$ cat src/rtl/pipe_pkg.sv
// Shared definitions for the MIPS pipeline stage registers: skid-stage state
// encoding, per-boundary widths and the control values that mark a bubble.
package pipe_pkg;

    typedef enum logic [1:0] {
        ST_EMPTY = 2'd0,
        ST_ONE   = 2'd1,
        ST_TWO   = 2'd2
    } stage_state_t;

    // IF/ID: pc4 + instruction; no control bundle, one dummy bit keeps widths legal
    localparam int IFID_DATA_W = 64;
    localparam int IFID_CTRL_W = 1;
    // ID/EX: da + db + imm + rn + sa; wreg, m2reg, wmem, aluc[3:0], aluimm, shift, jal
    localparam int IDEX_DATA_W = 106;
    localparam int IDEX_CTRL_W = 10;
    // EX/ME: ans + b + rw; wreg, wmem, rmem
    localparam int EXME_DATA_W = 69;
    localparam int EXME_CTRL_W = 3;
    // ME/WB: mo + alu + rw; wreg, m2reg
    localparam int MEWB_DATA_W = 69;
    localparam int MEWB_CTRL_W = 2;

    // A bubble must never write registers or memory, so all enables are low
    localparam logic [IFID_CTRL_W-1:0] IFID_BUBBLE_CTRL = '0;
    localparam logic [IDEX_CTRL_W-1:0] IDEX_BUBBLE_CTRL = '0;
    localparam logic [EXME_CTRL_W-1:0] EXME_BUBBLE_CTRL = '0;
    localparam logic [MEWB_CTRL_W-1:0] MEWB_BUBBLE_CTRL = '0;

    function automatic logic [1:0] state_occupancy(input stage_state_t s);
        case (s)
            ST_ONE:  return 2'd1;
            ST_TWO:  return 2'd2;
            default: return 2'd0;
        endcase
    endfunction

endpackage

$ cat src/rtl/pipe_stage_skid.sv
// Pipeline stage register with valid/ready handshake and a 2-entry skid buffer.
// in_ready is registered so no combinational path runs from out_ready upstream.
module pipe_stage_skid
    import pipe_pkg::*;
#(
    parameter int                DATA_W      = EXME_DATA_W,
    parameter int                CTRL_W      = EXME_CTRL_W,
    parameter logic [CTRL_W-1:0] BUBBLE_CTRL = {CTRL_W{1'b0}}
) (
    input  logic              clock,
    input  logic              reset_0,
    input  logic              in_valid,
    output logic              in_ready,
    input  logic [DATA_W-1:0] in_data,
    input  logic [CTRL_W-1:0] in_ctrl,
    input  logic              flush,
    output logic              out_valid,
    input  logic              out_ready,
    output logic [DATA_W-1:0] out_data,
    output logic [CTRL_W-1:0] out_ctrl,
    output logic [1:0]        occupancy
);

    typedef struct packed {
        logic              valid;
        logic [CTRL_W-1:0] ctrl;
        logic [DATA_W-1:0] data;
    } entry_t;

    stage_state_t r_state, w_state_nxt;
    entry_t       r_main, r_skid;
    entry_t       w_main_nxt, w_skid_nxt;
    entry_t       w_in_entry;
    logic         r_in_ready;
    logic         w_in_fire, w_out_fire;

    assign w_in_entry = {1'b1, in_ctrl, in_data};
    assign w_in_fire  = in_valid & r_in_ready;
    assign w_out_fire = r_main.valid & out_ready;

    always_comb begin
        // NOTE: every target gets a default first, so no path can infer a latch.
        w_state_nxt = r_state;
        w_main_nxt  = r_main;
        w_skid_nxt  = r_skid;

        unique case (r_state)
            ST_EMPTY: begin
                if (w_in_fire) begin
                    w_main_nxt  = w_in_entry;
                    w_state_nxt = ST_ONE;
                end
            end
            ST_ONE: begin
                if (w_in_fire && w_out_fire) begin
                    w_main_nxt = w_in_entry;
                end else if (w_in_fire) begin
                    w_skid_nxt  = w_in_entry;
                    w_state_nxt = ST_TWO;
                end else if (w_out_fire) begin
                    w_main_nxt.valid = 1'b0;
                    w_state_nxt      = ST_EMPTY;
                end
            end
            ST_TWO: begin
                if (w_out_fire) begin
                    w_main_nxt       = r_skid;
                    w_skid_nxt.valid = 1'b0;
                    w_state_nxt      = ST_ONE;
                end
            end
            default: w_state_nxt = ST_EMPTY;
        endcase

        // Flush wins over both handshakes; payload is left as-is, only valids drop
        if (flush) begin
            w_state_nxt      = ST_EMPTY;
            w_main_nxt.valid = 1'b0;
            w_skid_nxt.valid = 1'b0;
        end
    end

    always_ff @(posedge clock or negedge reset_0) begin
        if (!reset_0) begin
            // NOTE: the two entries are plain registers, not a memory, so clearing
            // them on reset is cheap and guarantees out_data=0 out of reset.
            r_state    <= ST_EMPTY;
            r_main     <= '0;
            r_skid     <= '0;
            r_in_ready <= 1'b1;
        end else begin
            r_state    <= w_state_nxt;
            r_main     <= w_main_nxt;
            r_skid     <= w_skid_nxt;
            r_in_ready <= (w_state_nxt != ST_TWO);
        end
    end

    assign in_ready  = r_in_ready;
    assign out_valid = r_main.valid;
    assign out_data  = r_main.data;
    assign out_ctrl  = r_main.valid ? r_main.ctrl : BUBBLE_CTRL;
    assign occupancy = state_occupancy(r_state);

endmodule

$ cat config.mk
export PLATFORM = sky130hd
export DESIGN_NAME = pipe_stage_skid
export DESIGN_NICKNAME = d
export VERILOG_FILES = /design/src/rtl/pipe_pkg.sv /design/src/rtl/pipe_stage_skid.sv
export SDC_FILE = /design/constraint.sdc
export NUM_CORES = 1
export LEC_CHECK = 0
export BUFFER_PORTS_ARGS = -buffer_cell sky130_fd_sc_hd__buf_4
export CORE_MARGIN = 3
export CORE_UTILIZATION = 55
export CTS_CLUSTER_DIAMETER = 120
export CTS_CLUSTER_SIZE = 40
export DETAILED_ROUTE_END_ITERATION = 10
export PLACE_DENSITY = 0.76
export SYNTH_ARGS = -nofsm -noshare
export SYNTH_HDL_FRONTEND = slang
export SYNTH_SLANG_ARGS = --single-unit
$ cat constraint.sdc
create_clock -name clock -period 2.2 [get_ports clock]
set_clock_uncertainty 0.1 [all_clocks]
set_input_delay 0.33 -clock clock [delete_from_list [all_inputs] [get_ports clock]]
set_output_delay 0.33 -clock clock [all_outputs]
set_load 0.01 [all_outputs]
==> summary.txt <==
Finish
  • Fin nets: 676
  • Synth-to-Final Area Change: 19.6%
  • Final core area utilization: 67.9%
  • Multi-input gate area: 2820 um^2
  • Post-route cell area: 8670 um^2
  • Most frequent cells in the layout: 153 x buf_4, 148 x dfrtp_1, 74 x mux2_2
  • Register Area: 3730 um^2
  • FILL cells: 898
  • Layout cells sized above 1: 56.0%
  • Most common cell after layout, fill and taps aside: buf_4
  • Fin cells: 777
  • Ant diodes: 0

Die
  • Row count: 41
  • Initial core utilization: 56.7%
  • Total die area: 14,600 um^2
  • Num ports: 153
  • Die Height: 121 um
  • Width of the die: 121 um
  • Core area: 12,800 um^2

Logic synthesis
  • Yosys top cell by area: dfrtp_1
  • Syn_area_per_cell: 14.2 um^2
  • Cell Area, Synth: 7250 um^2
  • Post-synthesis xor/xnor area fraction: 0%
  • Mux contribution to synthesized area: 26.0%
  • Yosys synthesis warning count: 0
  • Compound-cell area share of the yosys netlist: 10.2%
  • Largest family of logic cells by synthesized area: multiplexers
  • Synthesis-stage register bit count: 149
  • Unique cell type count in the Yosys netlist: 31
  • Syn_nets: 591
  • Post-Synth Simple-Gate Area: 1.76%
  • Gate Count Post-Synth: 509
  • Synthesized-area fraction occupied by adder cells: 0.863%
  • Synth area leaders: dfrtp_1 51%, mux2_4 15%, mux2_2 11%
  • Register area share after synthesis: 51.5%
  • Area share of the largest cell type after synthesis: 51.1%

Placed design
  • # port buffers: 152
  • RePlAce Congestion: 0.881
  • Placed cell area: 8110 um^2
  • Setup WS pre-CTS: 100 ps
  • Dpl cells: 745
  • Placed wire-length estimate: 9320 um

Global route
  • Largest net degree at the start of global routing: 61
  • Initial antenna violation count: 0
  • Vias in the first global route: 4,349
  • Total grt overflow: 0
  • Global-route wire length before repair: 22,400 um
  • Total track usage: 19.7%

Setup path
  • CP arrival: 2270 ps
  • Worst setup SP type: register
  • CP max FO: 32
  • WS Path Type: reg -> reg
  • Setup crit end kind: register
  • CP required: 2390 ps

STA
  • Worst Slack Setup Final: 119 ps
  • Minimum clock period: 2080 ps
  • Sum Neg Setup Slack: 0 ps
  • Worst hold slack: 61.3 ps
  • RSZ-0062 raised after global routing: false
  • Worst slew pin tran: 556 ps
  • Fraction of the cycle the final worst path needs: 94.6%
  • Final Hold Viols: 0
  • Setup-failing EPs final: 0
  • Max Fclk: 481 MHz
  • Headroom to the max-slew limit: 62.8%
  • Max-slew violation count: 0

Flow run
  • Number of max-cap violations: 0

Power and ir drop
  • Max rail drop VDD: 0.656 mV
  • Switch share: 29.3%
  • Sequential power share: 38.8%
  • P_leak: 4.19 nW
  • Net Sw Power: 3.70 mW
  • Int Power: 8.93 mW
  • Clock share of power: 20.9%
  • Power per cell area: 1460 nW/um^2
  • Combinational power share: 40.2%
  • Final Power: 12.6 mW

Clock tree
  • Post-CTS setup buffer count: 0
  • Clock sinks: 149
  • CTS Buffer Depth: 2
  • Num CTS Buffers: 17
  • CTS tree: yes
  • Clk pin slew, worst setup/hold paths: 60 ps
  • Clock tree root buffer cell: clkbuf_16
  • Clock Latency Late Sink: 410 ps
  • H-tree Lvls: 4

Status
  • Outcome: completed

Route
  • Via count: 4,193
  • # DRC: 0
  • Initial DRC Count: 277
  • Drt total wl: 14,000 um
  • First-pass detailed-route iteration total: 4
  • Post-route ant nets: 0
  • DR WL/cell: 18.1 um
  • DR vias/cell: 5.40

Min path
  • Hold Crit Class: in -> reg
-- layer usage --
layer | vias up | track usage (%) | wire [um]
met5 | - | 0 | 0
met4 | 0 | 6.59 | 150
met3 | 12 | 5.47 | 810
met2 | 116 | 32.4 | 7000
met1 | 2102 | 25.3 | 6060
li1 | 1963 | - | -
-- critical path: stages, from the launching register on --
cell	delay [ps]
dfrtp_1	420
inv_1	100
ha_1	350
and2_2	220
buf_4	250
a22o_1	240
mux2_4	280
-- area by class of cell --
class / count / share of cell area (%)
Multi-Input combinational cell: 258 / 32.5
Clock inverter: 5 / 0.577
Tap cell: 172 / 2.48
Clock buffer: 25 / 5.60
Inverter: 3 / 0.130
Timing Repair Buffer: 165 / 15.7
Sequential cell: 149 / 43.0
-- worst paths after layout --
path | from | to | slack [ps] | depth (start not counted)
min reg2reg | r_skid[71] | r_skid[71] | 400 | 1
min | in_data[68] | r_skid[68] | 60 | 2
max reg2reg | r_state[1] | out_data[65] | 120 | 6
max in group asynchronous | reset_0 | out_data[10] | 1010 | 3
max | r_state[1] | out_data[65] | 120 | 6
min in group asynchronous | reset_0 | r_skid[51] | 320 | 2
-- registers in the layout, indices dropped and copies added, names as in the netlist --
| signal | count |
|---|---|
| in_ready | 1 |
| out_data | 69 |
| out_valid | 1 |
| r_main | 3 |
| r_skid | 73 |
| r_state | 2 |
-- timing repair --
action,CTS,global route
gates resized for setup,0,2
hold buffers,2,0
hold endpoints to repair,46,0
endpoints found under the setup margin,0,10
-- cells in the mapped netlist (all sizes together) --
cell type and n:
nand3 3, inv 3, a31oi 1, a2111oi 1, nor2b 1, clkbuf 15
mux2 144, a21oi 2, o211ai 1, dfrtp 148, nor2 3, o31a 1
a21boi 2, a311o 1, a22o 73, dfstp 1, or2 1, ha 5
o2111ai 1, nor3b 2, nand4 2, a22oi 1, nand2 6, o21ai 2
nand2b 1, and2 4, buf 84
-- power groups by stage --
stage          registers [mW]  logic (mW)  clock network, mW
2_1_floorplan            4.64        4.40                  0
3_3_place_gp             4.85        4.98                  0
3_5_place_dp             4.92        5.14                  0
4_1_cts                  4.90        5.15               2.71
5_1_grt                  5.06        5.44               2.83
6_report                 4.90        5.08               2.64
-- cells by family (layout without fill, tap and decap cells) --
group / after synthesis / count (layout)
AOI/OAI and AO/OA: 86 / 86
adders and majority gates: 5 / 5
buffers and inverters: 102 / 198
DFF: 149 / 149
muxes: 144 / 144
and+or+nand+nor: 23 / 23
Note: power is estimated with default switching activity, not from simulation.
